===== src/rtl/snake_dir_ctrl_pkg.sv =====
// Shared definitions for the snake direction controller: direction codes,
// button slice indices and the reversal test.
package snake_dir_ctrl_pkg;

    localparam int DIR_W = 3;

    localparam logic [DIR_W-1:0] DIR_UP    = 3'd1;
    localparam logic [DIR_W-1:0] DIR_RIGHT = 3'd2;
    localparam logic [DIR_W-1:0] DIR_DOWN  = 3'd3;
    localparam logic [DIR_W-1:0] DIR_LEFT  = 3'd4;

    localparam int BTN_UP    = 0;
    localparam int BTN_RIGHT = 1;
    localparam int BTN_DOWN  = 2;
    localparam int BTN_LEFT  = 3;

    // Opposite directions are exactly two codes apart (up/down, right/left).
    function automatic logic is_opposite(input logic [DIR_W-1:0] a,
                                         input logic [DIR_W-1:0] b);
        logic [DIR_W-1:0] diff;
        diff = (a > b) ? (a - b) : (b - a);
        return diff == DIR_W'(2);
    endfunction

endpackage


===== src/rtl/snake_dir_ctrl_debounce.sv =====
// One active-low button: 2-flop synchroniser, stability counter and a
// one-cycle pulse on each debounced press (1->0).
module button_debounce #(
    parameter int DEBOUNCE_CYCLES = 500000,
    parameter int DB_CNT_W        = 20
) (
    input  logic clock,
    input  logic resetn,
    input  logic raw_n,
    output logic press
);

    localparam logic [DB_CNT_W-1:0] LAST = DB_CNT_W'(DEBOUNCE_CYCLES - 1);

    logic                sync_p0;
    logic                sync_p1;
    logic                level;
    logic [DB_CNT_W-1:0] cnt;

    always_ff @(posedge clock or negedge resetn) begin
        if (!resetn) begin
            sync_p0 <= 1'b1;
            sync_p1 <= 1'b1;
            level   <= 1'b1;
            cnt     <= '0;
            press   <= 1'b0;
        end else begin
            sync_p0 <= raw_n;
            sync_p1 <= sync_p0;
            press   <= 1'b0;
            if (sync_p1 == level) begin
                cnt <= '0;
            end else if (cnt == LAST) begin
                // Level flips here; a flip away from 1 is a press.
                level <= sync_p1;
                cnt   <= '0;
                press <= level;
            end else begin
                cnt <= cnt + 1'b1;
            end
        end
    end

endmodule


===== src/rtl/snake_dir_ctrl.sv =====
// Per-player direction controller: debounced presses are filtered against
// reversal/duplicate, queued, and committed to dir one per game tick.
module snake_dir_ctrl
    import snake_dir_ctrl_pkg::*;
#(
    parameter int NUM_PLAYERS     = 2,
    parameter int DEBOUNCE_CYCLES = 500000,
    parameter int DB_CNT_W        = 20,
    parameter int QUEUE_DEPTH     = 2,
    parameter int INIT_DIR        = 2
) (
    input  logic                         clock,
    input  logic                         resetn,
    input  logic [4*NUM_PLAYERS-1:0]     btn_n,
    input  logic                         tick,
    input  logic                         clear,
    output logic [DIR_W*NUM_PLAYERS-1:0] dir,
    output logic [NUM_PLAYERS-1:0]       pending,
    output logic [NUM_PLAYERS-1:0]       turn_drop
);

    localparam int               CNT_W = $clog2(QUEUE_DEPTH + 1);
    localparam logic [DIR_W-1:0] INIT  = DIR_W'(INIT_DIR);

    logic [4*NUM_PLAYERS-1:0] press;

    for (genvar b = 0; b < 4*NUM_PLAYERS; b++) begin : g_btn
        button_debounce #(
            .DEBOUNCE_CYCLES(DEBOUNCE_CYCLES),
            .DB_CNT_W       (DB_CNT_W)
        ) u_db (
            .clock (clock),
            .resetn(resetn),
            .raw_n (btn_n[b]),
            .press (press[b])
        );
    end

    for (genvar p = 0; p < NUM_PLAYERS; p++) begin : g_player
        logic [3:0]       ev;
        logic [DIR_W-1:0] mem   [QUEUE_DEPTH];
        logic [DIR_W-1:0] mem_n [QUEUE_DEPTH];
        logic [DIR_W-1:0] dir_q;
        logic [DIR_W-1:0] dir_n;
        logic [DIR_W-1:0] cand;
        logic [DIR_W-1:0] ref_dir;
        logic [CNT_W-1:0] count;
        logic [CNT_W-1:0] count_n;
        logic [CNT_W-1:0] wr_pos;
        logic             drop_q;
        logic             drop_n;
        logic             accept;
        logic             do_pop;
        logic             do_push;

        assign ev = press[4*p +: 4];

        always_comb begin
            cand = '0;
            if (ev[BTN_UP])         cand = DIR_UP;
            else if (ev[BTN_RIGHT]) cand = DIR_RIGHT;
            else if (ev[BTN_DOWN])  cand = DIR_DOWN;
            else if (ev[BTN_LEFT])  cand = DIR_LEFT;

            // Compare against the last queued turn, not the one on screen.
            ref_dir = dir_q;
            for (int i = 0; i < QUEUE_DEPTH; i++) begin
                if (count == CNT_W'(i + 1)) ref_dir = mem[i];
            end

            accept  = (cand != '0) && (cand != ref_dir) && !is_opposite(cand, ref_dir);
            do_pop  = tick && (count != '0);
            drop_n  = accept && (count == CNT_W'(QUEUE_DEPTH)) && !tick;
            do_push = accept && !drop_n;
            wr_pos  = count - CNT_W'(do_pop);

            mem_n = mem;
            if (do_pop) begin
                for (int i = 0; i < QUEUE_DEPTH - 1; i++) mem_n[i] = mem[i+1];
            end
            if (do_push) begin
                for (int i = 0; i < QUEUE_DEPTH; i++) begin
                    if (wr_pos == CNT_W'(i)) mem_n[i] = cand;
                end
            end

            count_n = count + CNT_W'(do_push) - CNT_W'(do_pop);
            dir_n   = do_pop ? mem[0] : dir_q;

            if (clear) begin
                dir_n   = INIT;
                count_n = '0;
                drop_n  = 1'b0;
            end
        end

        always_ff @(posedge clock or negedge resetn) begin
            if (!resetn) begin
                dir_q  <= INIT;
                count  <= '0;
                drop_q <= 1'b0;
            end else begin
                dir_q  <= dir_n;
                count  <= count_n;
                drop_q <= drop_n;
            end
        end

        // Slot contents are only meaningful below count, so they need no reset.
        always_ff @(posedge clock) begin
            mem <= mem_n;
        end

        assign dir[DIR_W*p +: DIR_W] = dir_q;
        assign pending[p]            = (count != '0);
        assign turn_drop[p]          = drop_q;
    end

endmodule


===== config.mk =====
export PLATFORM = sky130hd
export DESIGN_NAME = snake_dir_ctrl
export DESIGN_NICKNAME = d
export VERILOG_FILES = /design/src/rtl/snake_dir_ctrl_pkg.sv /design/src/rtl/snake_dir_ctrl_debounce.sv /design/src/rtl/snake_dir_ctrl.sv
export SDC_FILE = /design/constraint.sdc
export NUM_CORES = 1
export LEC_CHECK = 0
export CAP_MARGIN = 20
export CORE_ASPECT_RATIO = 1.75
export CORE_MARGIN = 2
export CORE_UTILIZATION = 56
export DETAILED_ROUTE_END_ITERATION = 10
export HOLD_SLACK_MARGIN = 0.15
export PLACE_DENSITY = 0.75
export SLEW_MARGIN = 20
export SYNTH_ARGS = -nofsm -noshare
export SYNTH_HDL_FRONTEND = slang
export SYNTH_SLANG_ARGS = --single-unit

===== constraint.sdc =====
create_clock -name clock -period 2.8 [get_ports clock]
set_input_delay 0.56 -clock clock [delete_from_list [all_inputs] [get_ports clock]]
set_output_delay 0.56 -clock clock [all_outputs]
set_load 0.1 [all_outputs]

==> flow_summary.toml, run 1 <==
[status]
status = "finished, violations left"
violations = "setup timing"

[yosys]
async_flop_share_pct = 94.44
synth_ff_type = "dfrtp_1"
yosysWarnings = 0
synth_top_area_cell = "dfrtp_1"
synth_seq_cells = 216
ys_top_cells_by_area = "dfrtp_1, xor2_1, nor2_1, dfstp_2, xnor2_1"
synth.avg_cell_area_sq_um = 10.23
yosysTopAreaCellShare_pct = 42.92
synth_edf_count = 6
synth_seq_area_share_pct = 52.40
ys_types = 48
postSynthCellCount = 1014
synth_nets = 1048
syn_area_sq_um = 10380

[sta]
setup_viol = 2
tightest_slew_ns = 0.8501
relSlewSlack_pct = 42.80
period_share_pct = 103.4
skew_ns = 0.01352
setup_tns_ns = -0.1660
hold_viol = 0
finalWorstSetupSlack_ns = -0.09562
drv_slew = 0
period_minus_slack_ns = 2.896
max_clock_freq_ghz = 0.3454
rsz0062_at_grt = "yes"

[critical_path]
crit_arrival_ns = 3.25
worstSetupEndpointType = "flip-flop"
crit_required_ns = 3.16
cp_max_fo = 5
critPathLaunchType = "flip-flop"
critPathKind = "flip-flop to flip-flop"

[detailed_routing]
routed_wl_microns = 18860
num_vias = 7177
first_pass_iters = 6
drc = 0
viasPerCell = 5.487
drt_iter0_markers = 292
wl_per_cell_microns = 14.42
ant_nets = 0

[pwr]
p_per_area_nw_per_um2 = 584.0
finalPower_mw = 6.876
leakagePower_nw = 5.073
ir_drop_mv = 0.5010

[clock_network]
insertion_delay_ns = 0.50
cts_max_path_buffers = 3
cts_root_buf = "clkbuf_16"
clk_pin_slew_worst_paths_ns = 0.06
numCtsBuffers = 21
cts-htree-levels = 1
clock-sinks = 216
cts_tree = "built"

[job]
drv_cap = 0

[final_layout]
final_nets = 1094
design_area_sq_um = 11780
area_delta_synth_final_pct = 13.47
num_antenna_cells = 0
final_core_util_pct = 64.93
final_layout_size_suffix_gt1_share_pct = 14.25
nFillCells = 1474

[die]
row_count = 65
die_x_microns = 106.9
die_area_sq_um = 19680
die-height_microns = 184.1
core_area_sq_um = 18140
initial_utilization_pct = 57.22
num_io_pins = 22

[global_routing]
antenna_found_initial = 0
grt-ovfl-total = 0
grt_pass1_wl_microns = 33600
grt_pass1_vias = 7594
grt_max_degree = 56
gr-usage-all-layers_pct = 20.43

[placed_design]
hpwl_microns = 13050
placed_area_sq_um = 10990
port_buffers = 21
gp_congestion = 0.8286

[hold_path]
min_path_type = "flip-flop to flip-flop"
-- final cells by class --
type	count	area, sq um	area share (%)
clock buffer	28	581.8	4.941
inverter	26	97.59	0.8288
clock inverter	9	78.83	0.6694
multi-input combinational	747	4843	41.13
timing repair buffer	48	426.7	3.623
tap	234	292.8	2.486
sequential	216	5454	46.32
-- layout by cell type, fill, tap and decap left out, types with 24 or more instances in the layout --
master     n
nor2_1   191
dfrtp_1  173
xor2_1    93
nand2_1   79
xnor2_1   59
nand3_1   56
nand4_1   45
buf_4     32
and3_1    25
inv_1     24
dfstp_2   24
-- flip-flops by register name (all words and copies together), names as in the netlist --
signal and count:
g_btn.u_db.cnt 160, g_player.mem 12, g_btn.u_db.level 8, g_btn.u_db.press 8, g_btn.u_db.sync_p0 8, g_btn.u_db.sync_p1 8
g_player.dir_q 6, g_player.count 4, g_player.drop_q 2
-- final timing paths --
| path | startpoint | end | slack (ns) | cells past startpoint |
|---|---|---|---|---|
| worst max-delay path | g_player[1].count[1]$_DFF_PN0_ | g_player[1].count[1]$_DFF_PN0_ | -0.1 | 13 |
| worst min register to register | g_btn[3].u_db.sync_p0$_DFF_PN1_ | g_btn[3].u_db.sync_p1$_DFF_PN1_ | 0.36 | 0 |
| max in group asynchronous | resetn | g_btn[5].u_db.sync_p1$_DFF_PN1_ | 1.46 | 3 |
| worst max register to register | g_player[1].count[1]$_DFF_PN0_ | g_player[1].count[1]$_DFF_PN0_ | -0.1 | 13 |
| min in group asynchronous | resetn | g_btn[6].u_db.cnt[17]$_DFF_PN0_ | 0.58 | 2 |
| worst min-delay path | g_btn[3].u_db.sync_p0$_DFF_PN1_ | g_btn[3].u_db.sync_p1$_DFF_PN1_ | 0.36 | 0 |
-- Yosys cell counts, types with 3 or more instances --
cell      count
nand2_1      80
and2_1        8
and4_1       10
a211o_1       3
nand4_1      45
nor2_1      191
o21a_1        3
dfrtp_1     178
or3_1         4
o21ai_0      10
edfxtp_1      6
nor2b_1       4
or2_2         6
or4_1         3
xor2_1       95
buf_4         5
buf_2        10
ha_1         22
dfxtp_1       6
nor3b_1       9
nand2b_1      5
nor4b_1       9
mux2i_1      18
and3_1       25
nor3_2        3
a21oi_1       4
mux2_2       17
inv_1        26
xnor2_1      59
nand3_1      56
clkbuf_1      8
nor4_1       20
dfstp_2      26
nor3_1       22
-- worst max-delay path, stage by stage, from the launching register on --
cell	delay (ns)
dfrtp_2	0.43
mux2_2	0.35
o21a_1	0.20
ha_4	0.24
or4b_4	0.50
nand2_4	0.09
a211oi_2	0.07
nand2_1	0.08
ha_1	0.23
inv_2	0.07
ha_4	0.13
xor2_2	0.16
xnor2_1	0.15
nor2_1	0.06
-- where the power goes --
group / switching, mW / internal (mW)
Combinational: 0.493 / 0.339
Clock: 1.17 / 1.56
Sequential: 0.0844 / 3.23
Total: 1.75 / 5.13
-- per-stage QoR --
step / setup slack [ns] / cells / hold slack, ns
2_1_floorplan: -0.1535 / 1014 / 0.2644
3_3_place_gp: -0.1220 / 1269 / 0.3459
3_5_place_dp: -0.1868 / 1269 / 0.3488
4_1_cts: -0.08120 / 1307 / 0.3584
5_1_grt: -0.2511 / 1308 / 0.3596
6_report: -0.09562 / 1308 / 0.3570
-- metal layers --
| layer | vias to the layer above | GRT usage [%] | wire [microns] |
|---|---|---|---|
| li1 | 3531 | - | - |
| met3 | 45 | 2.481 | 475 |
| met5 | - | 0 | 0 |
| met1 | 3516 | 23.35 | 7789 |
| met4 | 0 | 7.792 | 632 |
| met2 | 85 | 38.34 | 9958 |
-- logic make-up after synthesis --
group                      after synthesis  share of synthesized area, %
AOI/OAI and AO/OA                       25                         1.531
xor gates and xnor gates               154                         13.00
adders and majority gates               22                         2.652
buffers and inverters                   51                         2.375
DFF                                    216                         52.40
muxes                                   36                         3.689
and+or+nand+nor                        510                         24.35
-- repair_timing --
| action | 4_1_cts | 5_1_grt |
|---|---|---|
| setup buffers | 0 | 1 |
| endpoints found under the hold margin | 45 | 0 |
| hold buffers | 1 | 0 |
| pin swaps | 9 | 4 |
| setup endpoints to repair | 3 | 4 |
| resized for setup | 14 | 11 |
Power figures use the tool's default switching activity.
==> inputs of run 2 (changes only) <==
--- a/config.mk
+++ b/config.mk
@@ -8,11 +8,12 @@
 export CAP_MARGIN = 20
 export CORE_ASPECT_RATIO = 1.75
 export CORE_MARGIN = 2
-export CORE_UTILIZATION = 56
+export CORE_UTILIZATION = 57
 export DETAILED_ROUTE_END_ITERATION = 10
 export HOLD_SLACK_MARGIN = 0.15
-export PLACE_DENSITY = 0.75
+export PLACE_DENSITY = 0.76
 export SLEW_MARGIN = 20
 export SYNTH_ARGS = -nofsm -noshare
 export SYNTH_HDL_FRONTEND = slang
+export SYNTH_HIERARCHICAL = 1
 export SYNTH_SLANG_ARGS = --single-unit
==> run 2 against run 1 <==
The run still ends with setup timing left. Maximum frequency is 6.4% lower. Sequential power hardly changed. Count of clock-buffer cells in the layout is 2 higher. Wire length is 13% higher. Non-clock buffer count is 10 higher. Synthesized area is 8.3% higher. Register-to-register slack worse by 0.20 ns. Critical path depth is 1 higher. Utilization hardly changed. Largest power group unchanged.
==> flow_summary.toml, run 2 <==
[sta]
drv_slew = 0
setup_viol = 6
finalWorstSetupSlack_ns = -0.2926
tightest_slew_ns = 0.7591
skew_ns = 0.01672
hold_viol = 0
period_minus_slack_ns = 3.093
period_share_pct = 110.4
relSlewSlack_pct = 49.39
rsz0062_at_grt = "yes"
max_clock_freq_ghz = 0.3234

[die]
die-height_microns = 189.7
die_x_microns = 110.1
initial_utilization_pct = 57.41
core_area_sq_um = 19570
row_count = 68
die_area_sq_um = 20890
num_io_pins = 22

[critical_path]
worstSetupEndpointType = "flip-flop"
r2r_cells = 14
worstReg2RegStart = "g_player[1].count[1]$_DFF_PN0_"
critPathLaunchType = "flip-flop"
crit_required_ns = 3.17
crit_slowest_cell = "or4b_4"
critPathKind = "flip-flop to flip-flop"
timing.rr.end = "g_player[1].count[1]$_DFF_PN0_"
crit_chain = "buf_12, mux2_4, o21ai_2, ha_1, or4b_4, a21boi_4, or3_4, nand2b_4, ha_4, inv_4, ha_4, xor2_2, xnor2_1, nor2_1"
critPathMaxStageDelay_ns = 0.51
regToRegSetupSlack_ns = -0.29
crit_arrival_ns = 3.46
timing.critical_path.mode_cell = "ha_4"
cp_max_fo = 5

[status]
violations = "setup timing"
status = "finished, violations left"

[final_layout]
largest_reg_flops = 160
nFillCells = 1577
final_core_util_pct = 64.88
finalNonFillerCells = 1388
reg_top3 = "g_btn.u_db/cnt x160, g_player.mem x12"
seq_area_sq_um = 5454
mostFrequentLayoutCell = "dfrtp_1"
final_nets = 1162
final_layout_size_suffix_gt1_share_pct = 18.72
most-common-layout-cells = "dfrtp_1, nor2_1, xnor2_1, nand2_1, nand3_1"
area_delta_synth_final_pct = 13.02
multi_input_area_sq_um = 5647
num_antenna_cells = 0
largest_register = "g_btn.u_db/cnt"

[global_routing]
gr-usage-all-layers_pct = 21.30
antenna_found_initial = 0
grt_pass1_vias = 8243
grt-ovfl-total = 0
grt_max_degree = 78
grt_pass1_wl_microns = 36910

[detailed_routing]
wl_per_cell_microns = 15.35
drt_iter0_markers = 310
num_vias = 7983
first_pass_iters = 4
drc = 0
routed_wl_microns = 21310
viasPerCell = 5.751
ant_nets = 0

[clock_network]
numCtsBuffers = 21
clock-sinks = 216
clk_pin_slew_worst_paths_ns = 0.06
cts_tree = "built"
cts_max_path_buffers = 3
cts_root_buf = "clkbuf_16"
insertion_delay_ns = 0.50
cts-htree-levels = 1

[placed_design]
port_buffers = 21
gp_congestion = 0.8223
placedCellCount = 1344
hpwl_microns = 14880

[hold_path]
holdPathStages = 0
min_from = "g_btn[6].u_db/sync_p0$_DFF_PN1_"
min_path_type = "flip-flop to flip-flop"
holdPathEnd = "g_btn[6].u_db/sync_p1$_DFF_PN1_"

[yosys]
yosysWarnings = 6
synth_nets = 1105
yosysTopAreaCellShare_pct = 39.65
synth_ff_type = "dfrtp_1"
synth_common_cells = "dfrtp_1, nor2_1, xnor2_1"
postSynthCellCount = 1071
ys_types = 54
synth.avg_cell_area_sq_um = 10.49
synth_seq_cells = 216
syn_area_sq_um = 11230
synth_edf_count = 6
synth_seq_area_share_pct = 48.40
synth_most_common_cell = "dfrtp_1"
ys_top_cells_by_area = "dfrtp_1, xnor2_1, dfstp_2, nor2_1, mux2i_1"
synth_top_area_cell = "dfrtp_1"
async_flop_share_pct = 94.44

[job]
drv_cap = 0

[pwr]
finalPower_mw = 7.066
leakagePower_nw = 5.258
p_per_area_nw_per_um2 = 556.5
ir_drop_mv = 0.8931
## run 2: final cells by class
| type | instances | share of cell area, % |
|---|---|---|
| well taps | 245 | 2.414 |
| clock buffers | 30 | 4.562 |
| clock inverters | 8 | 0.5715 |
| inverters | 33 | 0.9953 |
| repair buffers | 58 | 4.030 |
| flip-flops and latches | 216 | 42.95 |
| multi-input cells | 798 | 44.47 |
## run 2: kinds of logic (layout without fill, tap and decap cells)
logic type / after synthesis / in the layout / share of synthesized area (%)
AO/OA/AOI/OAI: 61 / 61 / 3.932
XOR/XNOR: 132 / 132 / 10.29
adder cells (fa/ha/maj): 22 / 22 / 2.450
buffers and inverters: 57 / 129 / 2.428
flip-flops: 216 / 216 / 48.40
multiplexers: 52 / 52 / 4.867
AND/OR/NAND/NOR: 531 / 531 / 27.63
## run 2: repair_timing
| item | in CTS | in global routing |
|---|---|---|
| hold buffers | 1 | 0 |
| pin swaps | 11 | 6 |
| resized for setup | 14 | 9 |
| hold endpoints to repair | 67 | 0 |
| setup endpoints to repair | 3 | 6 |
| setup buffers | 4 | 1 |
## run 2: stage by stage
step / instance area [sq um] / setup TNS [ns] / worst slack [ns] / hold WS [ns]
3_5_place_dp: 11880 / -0.6125 / -0.3566 / 0.3468
4_1_cts: 12640 / -0.4608 / -0.2658 / 0.3586
5_1_grt: 12700 / -1.015 / -0.3600 / 0.3593
6_report: 12700 / -0.5597 / -0.2926 / 0.3568
3_3_place_gp: 11880 / -0.3934 / -0.2787 / 0.3462
2_1_floorplan: 11260 / -0.4154 / -0.2927 / 0.2644
## run 2: how the worst max path moves through the flow
stage,startpoint,endpoint,slack [ns],cells past startpoint
global placement,g_player[1].count[1]$_DFF_PN0_,g_player[1].count[1]$_DFF_PN0_,-0.28,14
detailed placement,g_player[1].count[1]$_DFF_PN0_,g_player[1].count[1]$_DFF_PN0_,-0.36,14
CTS,g_player[1].count[1]$_DFF_PN0_,g_player[1].count[1]$_DFF_PN0_,-0.27,14
floorplan,g_player[1].dir_q[2]$_DFFE_PN0P_,g_player[1].count[1]$_DFF_PN0_,-0.29,13
finish,g_player[1].count[1]$_DFF_PN0_,g_player[1].count[1]$_DFF_PN0_,-0.29,14
global route,g_player[1].count[1]$_DFF_PN0_,g_player[1].count[1]$_DFF_PN0_,-0.36,15
## run 2: power by group
| group | internal (mW) | leakage [nW] | total, mW | switching (mW) |
|---|---|---|---|---|
| registers | 3.24 | 2.83 | 3.33 | 0.0906 |
| clock network | 1.54 | 0.324 | 2.70 | 1.16 |
| logic | 0.437 | 2.10 | 1.04 | 0.600 |
| total | 5.21 | 5.26 | 7.07 | 1.85 |
## run 2: critical path: cells and delay by family, from the launching register on
kind / cells / cell delay [ns]
xor gates and xnor gates: 2 / 0.28
AOI/OAI and AO/OA: 2 / 0.30
buffers and inverters: 2 / 0.20
and+or+nand+nor: 4 / 0.84
muxes: 1 / 0.29
DFF: 1 / 0.45
adders and majority gates: 3 / 0.58
## run 2: per-layer routing
| metal | GRT usage [%] | up-vias | part of all wire [%] |
|---|---|---|---|
| met5 | 0 | - | 0 |
| met2 | 39.33 | 125 | 54 |
| met1 | 24.42 | 3926 | 40 |
| li1 | - | 3874 | - |
| met3 | 2.467 | 58 | 2.7 |
| met4 | 8.413 | 0 | 3.4 |
